--- config.mk ---
export PLATFORM = sky130hd
export DESIGN_NAME = aes_subshift_iter
export DESIGN_NICKNAME = d
export VERILOG_FILES = /design/src/rtl/aes_subshift_iter.sv
export SDC_FILE = /design/constraint.sdc
export NUM_CORES = 1
export LEC_CHECK = 0
export CORE_MARGIN = 2
export CORE_UTILIZATION = 40
export DETAILED_ROUTE_END_ITERATION = 8
export HOLD_SLACK_MARGIN = 0.12
export PLACE_DENSITY = 0.69
export RECOVER_POWER = 100
export REMOVE_ABC_BUFFERS = 1
export SYNTH_ARGS = -nofsm -noshare
export SYNTH_HDL_FRONTEND = slang
export SYNTH_SLANG_ARGS = --single-unit
--- constraint.sdc ---
create_clock -name clk -period 5.5 [get_ports clk]
set_input_delay 1.1 -clock clk [delete_from_list [all_inputs] [get_ports clk]]
set_output_delay 1.1 -clock clk [all_outputs]
set_load 0.01 [all_outputs]
--- src/rtl/aes_subshift_iter.sv ---
// Iterative AES SubBytes + ShiftRows stage.
// Produces COLS_PER_CYCLE substituted, row-shifted columns per clock.
module aes_subshift_iter #(
    parameter int COLS_PER_CYCLE = 1
) (
    input  logic         clk,
    input  logic         rst_n,
    input  logic         flush,
    input  logic         in_valid,
    output logic         in_ready,
    input  logic [127:0] in_data,
    output logic         out_valid,
    input  logic         out_ready,
    output logic [127:0] out_data,
    output logic         busy
);

    typedef enum logic [1:0] {
        IDLE,
        BUSY,
        DONE
    } state_t;

    localparam logic [1:0] CPC      = 2'(COLS_PER_CYCLE);
    localparam logic [1:0] LAST_COL = 2'(4 - COLS_PER_CYCLE);

    localparam logic [7:0] SBOX [256] = '{
        8'h63, 8'h7c, 8'h77, 8'h7b, 8'hf2, 8'h6b, 8'h6f, 8'hc5,
        8'h30, 8'h01, 8'h67, 8'h2b, 8'hfe, 8'hd7, 8'hab, 8'h76,
        8'hca, 8'h82, 8'hc9, 8'h7d, 8'hfa, 8'h59, 8'h47, 8'hf0,
        8'had, 8'hd4, 8'ha2, 8'haf, 8'h9c, 8'ha4, 8'h72, 8'hc0,
        8'hb7, 8'hfd, 8'h93, 8'h26, 8'h36, 8'h3f, 8'hf7, 8'hcc,
        8'h34, 8'ha5, 8'he5, 8'hf1, 8'h71, 8'hd8, 8'h31, 8'h15,
        8'h04, 8'hc7, 8'h23, 8'hc3, 8'h18, 8'h96, 8'h05, 8'h9a,
        8'h07, 8'h12, 8'h80, 8'he2, 8'heb, 8'h27, 8'hb2, 8'h75,
        8'h09, 8'h83, 8'h2c, 8'h1a, 8'h1b, 8'h6e, 8'h5a, 8'ha0,
        8'h52, 8'h3b, 8'hd6, 8'hb3, 8'h29, 8'he3, 8'h2f, 8'h84,
        8'h53, 8'hd1, 8'h00, 8'hed, 8'h20, 8'hfc, 8'hb1, 8'h5b,
        8'h6a, 8'hcb, 8'hbe, 8'h39, 8'h4a, 8'h4c, 8'h58, 8'hcf,
        8'hd0, 8'hef, 8'haa, 8'hfb, 8'h43, 8'h4d, 8'h33, 8'h85,
        8'h45, 8'hf9, 8'h02, 8'h7f, 8'h50, 8'h3c, 8'h9f, 8'ha8,
        8'h51, 8'ha3, 8'h40, 8'h8f, 8'h92, 8'h9d, 8'h38, 8'hf5,
        8'hbc, 8'hb6, 8'hda, 8'h21, 8'h10, 8'hff, 8'hf3, 8'hd2,
        8'hcd, 8'h0c, 8'h13, 8'hec, 8'h5f, 8'h97, 8'h44, 8'h17,
        8'hc4, 8'ha7, 8'h7e, 8'h3d, 8'h64, 8'h5d, 8'h19, 8'h73,
        8'h60, 8'h81, 8'h4f, 8'hdc, 8'h22, 8'h2a, 8'h90, 8'h88,
        8'h46, 8'hee, 8'hb8, 8'h14, 8'hde, 8'h5e, 8'h0b, 8'hdb,
        8'he0, 8'h32, 8'h3a, 8'h0a, 8'h49, 8'h06, 8'h24, 8'h5c,
        8'hc2, 8'hd3, 8'hac, 8'h62, 8'h91, 8'h95, 8'he4, 8'h79,
        8'he7, 8'hc8, 8'h37, 8'h6d, 8'h8d, 8'hd5, 8'h4e, 8'ha9,
        8'h6c, 8'h56, 8'hf4, 8'hea, 8'h65, 8'h7a, 8'hae, 8'h08,
        8'hba, 8'h78, 8'h25, 8'h2e, 8'h1c, 8'ha6, 8'hb4, 8'hc6,
        8'he8, 8'hdd, 8'h74, 8'h1f, 8'h4b, 8'hbd, 8'h8b, 8'h8a,
        8'h70, 8'h3e, 8'hb5, 8'h66, 8'h48, 8'h03, 8'hf6, 8'h0e,
        8'h61, 8'h35, 8'h57, 8'hb9, 8'h86, 8'hc1, 8'h1d, 8'h9e,
        8'he1, 8'hf8, 8'h98, 8'h11, 8'h69, 8'hd9, 8'h8e, 8'h94,
        8'h9b, 8'h1e, 8'h87, 8'he9, 8'hce, 8'h55, 8'h28, 8'hdf,
        8'h8c, 8'ha1, 8'h89, 8'h0d, 8'hbf, 8'he6, 8'h42, 8'h68,
        8'h41, 8'h99, 8'h2d, 8'h0f, 8'hb0, 8'h54, 8'hbb, 8'h16
    };

    state_t       state_q, state_d;
    logic [1:0]   col_q, col_d;
    logic         live_q;
    logic [127:0] din_q;
    logic [127:0] dout_d;
    logic         accept;
    logic [1:0]   c;
    logic [1:0]   src;

    // live_q keeps in_ready low until the first edge after reset release
    assign in_ready  = live_q && (state_q == IDLE);
    assign out_valid = (state_q == DONE);
    assign busy      = (state_q != IDLE);
    assign accept    = in_ready && in_valid && !flush;

    always_comb begin
        state_d = state_q;
        col_d   = col_q;
        dout_d  = out_data;
        c       = 2'd0;
        src     = 2'd0;
        unique case (state_q)
            IDLE: begin
                if (accept) begin
                    state_d = BUSY;
                    col_d   = 2'd0;
                end
            end
            BUSY: begin
                for (int k = 0; k < COLS_PER_CYCLE; k++) begin
                    c = col_q + 2'(k);
                    for (int r = 0; r < 4; r++) begin
                        src = c + 2'(r);
                        dout_d[8*(15-4*int'(c)-r) +: 8] =
                            SBOX[din_q[8*(15-4*int'(src)-r) +: 8]];
                    end
                end
                col_d = col_q + CPC;
                if (col_q == LAST_COL) begin
                    state_d = DONE;
                end
            end
            DONE: begin
                if (out_ready) begin
                    state_d = IDLE;
                end
            end
            default: state_d = IDLE;
        endcase
        // Abort wins over everything and leaves out_data untouched
        if (flush) begin
            state_d = IDLE;
            col_d   = 2'd0;
            dout_d  = out_data;
        end
    end

    always_ff @(posedge clk or negedge rst_n) begin
        if (!rst_n) begin
            state_q  <= IDLE;
            col_q    <= 2'd0;
            live_q   <= 1'b0;
            din_q    <= '0;
            out_data <= '0;
        end else begin
            state_q  <= state_d;
            col_q    <= col_d;
            live_q   <= 1'b1;
            out_data <= dout_d;
            if (accept) begin
                din_q <= in_data;
            end
        end
    end

endmodule

==> reports/results.tsv <==
metric	value	unit
Lkg Pwr	10.9	nW
summed instance area of the synthesized netlist	24300	um2
hold path start	out_data[121]	
Post CTS Setup Buffer Count	0	
standard-cell row count	90	
type of origin of the critical path	flip-flop	
power density of the placed cells	517	nW/um2
pin count of the biggest net entering global routing	112	
CP Max Fanout	27	
initial cell density of the core	40.4	%
Peak VDD IR	0.360	mV
Die Ht	251	um
half-perimeter wire length of the detailed placement result	87000	um
worst-skew pair later-pin latency	0.59	ns
placed cell count	3729	
most used cells in the layout excluding fill and tap cells	sky130_fd_sc_hd__dfrtp_1 (259), sky130_fd_sc_hd__nand2_1 (225), sky130_fd_sc_hd__o21ai_0 (183)	
unique cell type count in the Yosys netlist	100	
Final GP Congestion	1.06	
data arrival at the endpoint of the critical path	5.56	ns
Die Width	251	um
Total Power Consumption	14.7	mW
type of the tightest min-delay check	reg2reg	
Final Cycle Share	92.5	%
status	finished with violations	
Critical Setup Path Class	reg2reg	
number of buffers inserted by hold repair at cts	0	
final-report hold violation count	0	
async set or reset register ratio after synthesis	100	%
GRT Overall Usage	37.7	%
violation count after the first detailed-route iteration	4418	
Non-Filler Instances	3789	
Fillers	5829	
CTS HTree Levels	1	
aggregate global routing overflow	0	
first-pass iteration count of the detailed router	7	
beginning of the worst register-to-register path	col_q[0]	
adder-cell share of the synthesized area	2.83	%
count of port buffers added during placement	263	
main combinational cell family by area after synthesis	compound AO/OA/AOI/OAI gates	
area of the die	62800	um2
fraction of the yosys area taken by sequential cells	26.9	%
xor-xnor portion of the synthesized cell area	0.535	%
primary flip-flop cell chosen by synthesis mapping	sky130_fd_sc_hd__dfrtp_1	
multiplexer share of the synthesized area	14.6	%
hold_ws	0.473	ns
total clock sinks	261	
RSZ-0062 raised after global routing	no	
vias in the first global route	26273	
highest clock frequency the design can meet	197	MHz
storage element area	6540	um2
footprint of the multi-input gates	16200	um2
failing checks	capacitance limit, slew limit	
number of CTS-inserted buffers	31	
Hold Path Cell Cnt	2	
setup TNS	0	ns
endpoint of the worst hold-timing path	out_data[121]	
TritonCTS clock tree	yes	
Register-to-Register Setup Slack	0.41	ns
path depth of the worst reg2reg path	11	
most common library cell in the layout ignoring fill and taps	sky130_fd_sc_hd__dfrtp_1	
number of vias in the routed layout	27726	
Wirelength per Cell	32.4	um
fin. max-slew vios	308	
number of antenna violations at the first check in global routing	13	
layout cell share with drive strength beyond 1	12.7	%
CTS resizes	0	
Warnings, synthesis	0	
setup slack after placement	0.993	ns
slew at the pin with the worst max-slew slack	3.46	ns
CP required	5.97	ns
worst slew margin relative to its limit	-131	%
signed area change from the synthesized netlist to the final layout	16.7	%
EDFF count, synth	0	
maximum clock path buffer count	3	
wire length of the first global-routing pass	181000	um
dpl cell area	27400	um2
Core Util, Final	47.1	%
Final WS setup	0.414	ns
min cycle time layout	5.09	ns
share of the synthesized area in compound gates (AO/OA/AOI/OAI)	31.3	%
fin nets	3168	
root buf cell	sky130_fd_sc_hd__clkbuf_16	
DRT Wirelength	123000	um
number of antenna-violating nets in the routed design	0	
detailed-route vias per instance	7.32	
terminus of the critical flop-to-flop path	out_data[29]	
type of destination of the critical path	flip-flop	
number of remaining DRC errors	0	
largest clock skew in the final design	0.0149	ns
clock edge transition at the registers on the reported setup and hold paths	0.06	ns
area share of and/or/nand/nor cells after synthesis	17.5	%
number of instances in the synthesized netlist	2898	
Critical Path Start	col_q[0]	
final setup violation count	0	
max_cap viols	4	
number of synthesized register bits	261	
Placeable Area	60200	um2
cell area after layout	28400	um2
mean cell area of the mapped netlist	8.39	um2
I/O pin total	264	
-- area by class of cell --
| type | instances | area share [%] |
|---|---|---|
| inverters | 47 | 0.631 |
| flip-flops and latches | 261 | 23.0 |
| clock inverters | 14 | 0.679 |
| multi-input cells | 2273 | 57.0 |
| repair buffers | 366 | 12.1 |
| well taps | 782 | 3.45 |
| clock buffers | 41 | 3.01 |
| diodes | 5 | 0.0441 |
-- kinds of logic after synthesis --
group           count (synthesis)
xor+xnor                       14
fa+ha+maj                      55
compound gates               1069
flops                         261
other cells                     1
simple gates                  841
buf+inv                       364
mux                           293
-- flip-flops by register name, indices dropped and copies added (netlist names) --
name      count
col_q         2
live_q        1
out_data    128
state_q       2
din_q       128
-- worst max path at each step --
stage / slack, ns / cells past startpoint / to
2_1_floorplan: -5.63 / 2 / din_q[0]
3_3_place_gp: 0.90 / 10 / out_data[35]
3_5_place_dp: 0.99 / 11 / out_data[29]
4_1_cts: 0.98 / 11 / out_data[29]
5_1_grt: 0.35 / 10 / out_data[103]
6_report: 0.41 / 11 / out_data[29]
-- report_power, final --
group / leakage [nW] / internal, mW / total (mW) / switching (mW)
Sequential: 3.32 / 2.28 / 2.53 / 0.248
Combinational: 7.08 / 3.19 / 10.0 / 6.84
Clock: 0.515 / 1.28 / 2.12 / 0.847
Total: 10.9 / 6.74 / 14.7 / 7.93
-- worst max-delay path: stages (launching register included) --
cell                        delay, ns
sky130_fd_sc_hd__dfrtp_4         0.48
sky130_fd_sc_hd__clkbuf_2        0.52
sky130_fd_sc_hd__mux4_2          0.55
sky130_fd_sc_hd__clkinv_1        0.39
sky130_fd_sc_hd__ha_1            0.82
sky130_fd_sc_hd__inv_1           0.25
sky130_fd_sc_hd__nor2_1          0.52
sky130_fd_sc_hd__o21ai_0         0.31
sky130_fd_sc_hd__a21boi_0        0.19
sky130_fd_sc_hd__o211ai_1        0.23
sky130_fd_sc_hd__o2111ai_1       0.38
sky130_fd_sc_hd__o21ai_0         0.29
-- synthesized netlist by cell type (15+ instances only) --
master                      instances  share of area (%)
sky130_fd_sc_hd__inv_1             35               0.54
sky130_fd_sc_hd__a21oi_1          180                3.7
sky130_fd_sc_hd__o221ai_1          30                1.1
sky130_fd_sc_hd__buf_1             24               0.37
sky130_fd_sc_hd__a22o_1            56                2.0
sky130_fd_sc_hd__or2_1             20               0.51
sky130_fd_sc_hd__and2_1            36               0.93
sky130_fd_sc_hd__nand4_1           25               0.64
sky130_fd_sc_hd__o211ai_1          46                1.4
sky130_fd_sc_hd__mux2i_1          100                4.1
sky130_fd_sc_hd__o311ai_0          24               0.86
sky130_fd_sc_hd__nor2_1           124                1.9
sky130_fd_sc_hd__ha_1              55                2.8
sky130_fd_sc_hd__a221o_1           18               0.74
sky130_fd_sc_hd__nor2b_1           50                1.3
sky130_fd_sc_hd__o32ai_1           17               0.61
sky130_fd_sc_hd__and3_1            17               0.44
sky130_fd_sc_hd__dfrtp_1          261                 27
sky130_fd_sc_hd__a31oi_1           48                1.2
sky130_fd_sc_hd__o21ai_0          153                3.1
sky130_fd_sc_hd__nand3_1           86                1.8
sky130_fd_sc_hd__o31ai_1           49                1.5
sky130_fd_sc_hd__o22ai_1           22               0.57
sky130_fd_sc_hd__or3_1             16               0.41
sky130_fd_sc_hd__a221oi_1          39                1.4
sky130_fd_sc_hd__o21ai_1           59                1.2
sky130_fd_sc_hd__a2111oi_0         19               0.68
sky130_fd_sc_hd__nor4_1            35               0.90
sky130_fd_sc_hd__a21o_1            16               0.49
sky130_fd_sc_hd__buf_2             93                1.9
sky130_fd_sc_hd__clkbuf_1         188                2.9
sky130_fd_sc_hd__a211oi_1          61                1.9
sky130_fd_sc_hd__nand2b_1          64                1.6
sky130_fd_sc_hd__mux2_2           158                7.3
sky130_fd_sc_hd__o2111ai_1         19               0.68
sky130_fd_sc_hd__a311oi_1          42                1.5
sky130_fd_sc_hd__nor3_1            79                1.6
sky130_fd_sc_hd__a211o_1           17               0.61
sky130_fd_sc_hd__nand2_1          228                3.5
sky130_fd_sc_hd__mux4_2            31                2.9
sky130_fd_sc_hd__a32oi_1           15               0.54
-- per-layer routing --
layer,up-vias,global-route usage (%),part of all wire (%)
met2,2284,56.3,42
li1,11436,-,-
met3,548,11.5,13
met1,13448,49.8,38
met4,10,17.5,6.5
met5,-,0,0.056
Note: power is estimated with default switching activity, not from simulation.
